`config.mk`:
```
export PLATFORM = sky130hd
export DESIGN_NAME = ir_fetch
export DESIGN_NICKNAME = d
export VERILOG_FILES = /design/src/rtl/ir_fetch.sv
export SDC_FILE = /design/constraint.sdc
export NUM_CORES = 1
export LEC_CHECK = 0
export ABC_AREA = 1
export BUFFER_PORTS_ARGS = -buffer_cell sky130_fd_sc_hd__clkbuf_2
export CAP_MARGIN = 10
export CORE_AREA = 4 4 115 117
export CTS_CLUSTER_SIZE = 8
export DETAILED_ROUTE_END_ITERATION = 8
export DIE_AREA = 0 0 119 121
export SLEW_MARGIN = 20
export SYNTH_ARGS = -nofsm -noshare
export SYNTH_HDL_FRONTEND = slang
export SYNTH_SLANG_ARGS = --single-unit
```
`constraint.sdc`:
```
create_clock -name clk -period 2.45 [get_ports clk]
set_clock_uncertainty 0.1 [all_clocks]
set_input_delay 0.1225 -clock clk [delete_from_list [all_inputs] [get_ports clk]]
set_output_delay 0.1225 -clock clk [all_outputs]
set_load 0.02 [all_outputs]
```
`src/rtl/ir_fetch.sv`:
```
// LC-3 instruction fetch unit: PC, MAR, MDR and IR around a ready-handshaked
// memory read, plus raw (unextended) instruction field slices.
module ir_fetch #(
  parameter logic [15:0] RESET_PC = 16'h3000
) (
  input  logic        clk,
  input  logic        rst,
  input  logic        start,
  input  logic        ld_pc,
  input  logic [15:0] pc_in,
  input  logic        mem_ready,
  input  logic [15:0] mem_rdata,
  output logic        mem_req,
  output logic [15:0] mem_addr,
  output logic [15:0] pc,
  output logic [15:0] ir,
  output logic        ir_valid,
  output logic        busy,
  output logic [3:0]  opcode,
  output logic [2:0]  dr,
  output logic [2:0]  sr1,
  output logic [2:0]  sr2,
  output logic [4:0]  imm5,
  output logic [5:0]  offset6,
  output logic [8:0]  pcoffset9,
  output logic [10:0] pcoffset11,
  output logic [7:0]  trapvect8
);

  typedef enum logic [1:0] {IDLE, MEM, LDIR} state_t;

  state_t      state, state_nx;
  logic [15:0] mdr, mdr_nx;
  logic [15:0] pc_nx, mar_nx, ir_nx;
  logic        req_nx, irv_nx;
  logic [15:0] fetch_pc;

  // A simultaneous ld_pc redirects the fetch itself, not just the next one.
  assign fetch_pc = ld_pc ? pc_in : pc;

  always_comb begin
    // NOTE: every output of this block gets a default first so no path
    // leaves a variable unassigned, which would infer a latch.
    state_nx = state;
    pc_nx    = pc;
    mar_nx   = mem_addr;
    mdr_nx   = mdr;
    ir_nx    = ir;
    req_nx   = mem_req;
    irv_nx   = 1'b0;
    case (state)
      IDLE: begin
        if (start) begin
          mar_nx   = fetch_pc;
          pc_nx    = fetch_pc + 16'd1;
          req_nx   = 1'b1;
          state_nx = MEM;
        end else if (ld_pc) begin
          pc_nx = pc_in;
        end
      end
      MEM: begin
        if (mem_ready) begin
          mdr_nx   = mem_rdata;
          req_nx   = 1'b0;
          state_nx = LDIR;
        end
      end
      LDIR: begin
        ir_nx    = mdr;
        irv_nx   = 1'b1;
        state_nx = IDLE;
      end
      default: state_nx = IDLE;
    endcase
  end

  // NOTE: state registers use non-blocking assignments so every flop
  // samples pre-edge values regardless of statement order.
  always_ff @(posedge clk or posedge rst) begin
    if (rst) begin
      state    <= IDLE;
      pc       <= RESET_PC;
      mem_addr <= 16'h0000;
      mem_req  <= 1'b0;
      mdr      <= 16'h0000;
      ir       <= 16'h0000;
      ir_valid <= 1'b0;
    end else begin
      state    <= state_nx;
      pc       <= pc_nx;
      mem_addr <= mar_nx;
      mem_req  <= req_nx;
      mdr      <= mdr_nx;
      ir       <= ir_nx;
      ir_valid <= irv_nx;
    end
  end

  // busy covers the ir_valid cycle too, so it falls on the edge where the
  // FSM can already accept the next start.
  assign busy = (state != IDLE) | ir_valid;

  assign opcode     = ir[15:12];
  assign dr         = ir[11:9];
  assign sr1        = ir[8:6];
  assign sr2        = ir[2:0];
  assign imm5       = ir[4:0];
  assign offset6    = ir[5:0];
  assign pcoffset9  = ir[8:0];
  assign pcoffset11 = ir[10:0];
  assign trapvect8  = ir[7:0];

endmodule

```
==> run metrics <==
Max Cap Viol 0; Seq/Total Area, Yosys 45.8%; Starting Density 30.1%; arrival time worst endpoint 1.92 ns; cell total after placement 698; Die Y 121 µm; worst-case reg-to-reg path depth 13; Switching Share 45.3%; Sequential Power Share 32.5%; Worst path most repeated cell nand2_1; Hold Path Class input pin to flip-flop; Routed WL roughly 9400 µm; VDD IR max just under 600 µV; period utilization 71.6%; Finished Cell Area 4720 µm²; total number of vias 3107; WL/cell 12.8 µm; final count of hold timing violations 0; fin crit period 1.75 ns; Slew Viols, Final 0; final worst setup slack just under 0.7 ns; I/O Buffers 139; Mapped Area 3720 µm²; Cells after Synth between 400 and 500; power share of the clock group between 20% and 30%; Setup Slack @ Placement 0.628 ns; Worst Hold Path Cells 3; Psw between 2 and 3 mW; Pleak 2.54 nW; DRC Markers 0; achievable frequency 570 MHz; CTS Buf Count 9; Fillers 1273; post-CTS setup buffers 0; register bit count reported by yosys 68; Least-Margin Pin Slew ~0.60 ns; multiplexer area fraction after synthesis 0%; count of final setup violators 0; clock buffer depth 2; largest net degree at the start of global routing 43; syn_area_per_cell 8.36 µm²; Crit path required time 2.62 ns; DP Wirelength about 7000 µm; first-pass GRT wire length 15500 µm; clock slew at reported path FFs around 0.050 ns; area delta synth->final 27.0%; PwrDens 1320 nW/µm²; number of flops mapped to enable cells by yosys 0; final std cells w/o fill roughly 730; Clk Latency, worst-skew pair 0.33 ns; status completed; placed inst area ~4200 µm²; YS warnings 0; asr flop ratio synth 100%; H-tree Lvls 3; Final Power approximately 6.2 mW; chip width 119 µm; CP max-delay cell dlygate4sd3_1; share of layout cells above drive strength 1 37.5%; setup TNS 0 ns; Comb power frac 45.5%; Crit. End Element flip-flop; Rel. slew slack 60.2%; Pre-antenna DRT Iters 4; largest family of logic cells by synthesized area simple AND/OR/NAND/NOR gates; row count 41; synthesized-area fraction occupied by and/or/nand/nor cells about 28%; grt ovf 0; commonest non-fill, non-tap cell in the layout clkbuf_2; Internal Pwr Total 3.41 mW; antenna violations before repair 0; startpoint type of the worst setup path input pin; n_diodes 0; post-detailed-route count of antenna-violating nets 0; die area around 14000 µm²; post-DR vias/cell 4.23; post-cts sizing count 0; most frequent cells in the layout clkbuf_2, nand2_1, dfrtp_1; core area between 10000 and 15000 µm²; clk sink count 68; cts hold-fix bufs 20; Synth Area in Adders 0.336%; number of global-route vias before repair 3045; CTS Root Cell clkbuf_16; dominant synthesized flop cell dfrtp_1; # IOs 140; DRT iter0 DRCs 109; crit path kind input pin to flip-flop; worst-path fanout max 3; GRT Util Overall between 10 and 15%; nets@finish 595; synth unique cells 34; syn_nets between 400 and 500; Compound-Gate Fraction of Synth Area 8.34%; Post-Synth XOR/XNOR Area 0%; CTS tree built; CP Cell Sequence dlygate4sd3_1, clkbuf_2, nand2_2, nand2_2, ha_1, nand2_1, inv_1, nand2_2, inv_1, nand2_1, nor2_2, nand3_1, nand2_1, nand3_1, nand2_1; Final GP Congestion 0.863; Worst path max stage delay 0.53 ns; RSZ-0062 raised after global routing false
-- metrics by stage --
stage	utilization [%]	hold WS, ns
4_1_cts	38.2	0.00404
5_1_grt	38.2	0.0277
2_1_floorplan	-	0.130
3_5_place_dp	34.0	0.114
6_report	38.2	0.0180
3_3_place_gp	34.0	0.108
-- critical path: cells and delay by family --
| kind | cells | cell delay, ns |
|---|---|---|
| adder cells (fa/ha/maj) | 1 | 0.17 |
| buffers and inverters | 4 | 0.80 |
| AND/OR/NAND/NOR | 10 | 0.82 |
-- registers in the layout, summed over array words and instances, names as in the netlist --
signal    count
ir           16
mdr          16
mem_addr     16
pc           16
state         2
ir_valid      1
mem_req       1
-- synth_stat cells, types with 2 or more instances --
cell type  instances  area (µm²)
o22ai_1            3        18.8
a31oi_1            2        12.5
clkbuf_1           4        15.0
o21ai_2            2        17.5
nand2_1          132         495
nand4_1            5        31.3
or2_2              2        12.5
buf_6              2        22.5
dfstp_2            2        52.6
nand2_2           15        93.8
inv_2              5        18.8
buf_4             55         413
o21ai_1            4        20.0
a21oi_1            2        10.0
o21ai_0           38         190
nand3_1           22         110
buf_2              2        10.0
inv_1             41         154
dfrtp_1           66        1650
nand3_4            2        35.0
nand2_4            7        78.8
nor2_1            11        41.3
nor2_4             5        56.3
nor2_2             4        25.0
nor3_2             3        30.0
-- layer usage --
layer | global-route usage (%) | up-vias | share of wire [%]
met5 | 0 | - | 0
met4 | 4.71 | 0 | 1.5
met2 | 22.5 | 109 | 47
met1 | 17.1 | 1414 | 46
li1 | - | 1572 | -
met3 | 3.78 | 12 | 6.0
-- power by group through the flow --
stage | combinational, mW | clock [mW] | sequential, mW
2_1_floorplan | 1.86 | 0 | 2.45
5_1_grt | 3.12 | 1.48 | 2.11
3_3_place_gp | 2.85 | 0 | 2.03
4_1_cts | 2.89 | 1.42 | 2.04
6_report | 2.84 | 1.37 | 2.03
3_5_place_dp | 2.86 | 0 | 2.05
-- cell families after synthesis --
kind of cell	count (synthesis)
and+or+nand+nor	210
DFF	68
buffers and inverters	111
adders and majority gates	1
AOI/OAI and AO/OA	55
-- final timing paths --
path                          start     endpoint  slack, ns
setup / recovery           pc_in[1]       pc[12]       0.70
hold / removal                ld_pc  mem_addr[1]       0.02
setup reg to reg              pc[0]       pc[12]       0.72
hold reg to reg              mdr[3]        ir[3]       0.38
max in group asynchronous       rst       pc[12]       1.26
min in group asynchronous       rst     ir_valid       0.30
-- area by class of cell --
type                            instances  area, µm²  share of cell area (%)
Timing Repair Buffer                  165        953                    20.2
Multi-Input combinational cell        266       1360                    28.7
Clock buffer                            9        225                    4.77
Inverter                               47        176                    3.74
Sequential cell                        68       1700                    36.1
Clock inverter                          7       91.3                    1.93
Tap cell                              172        215                    4.56
Note: power is estimated with default switching activity, not from simulation.
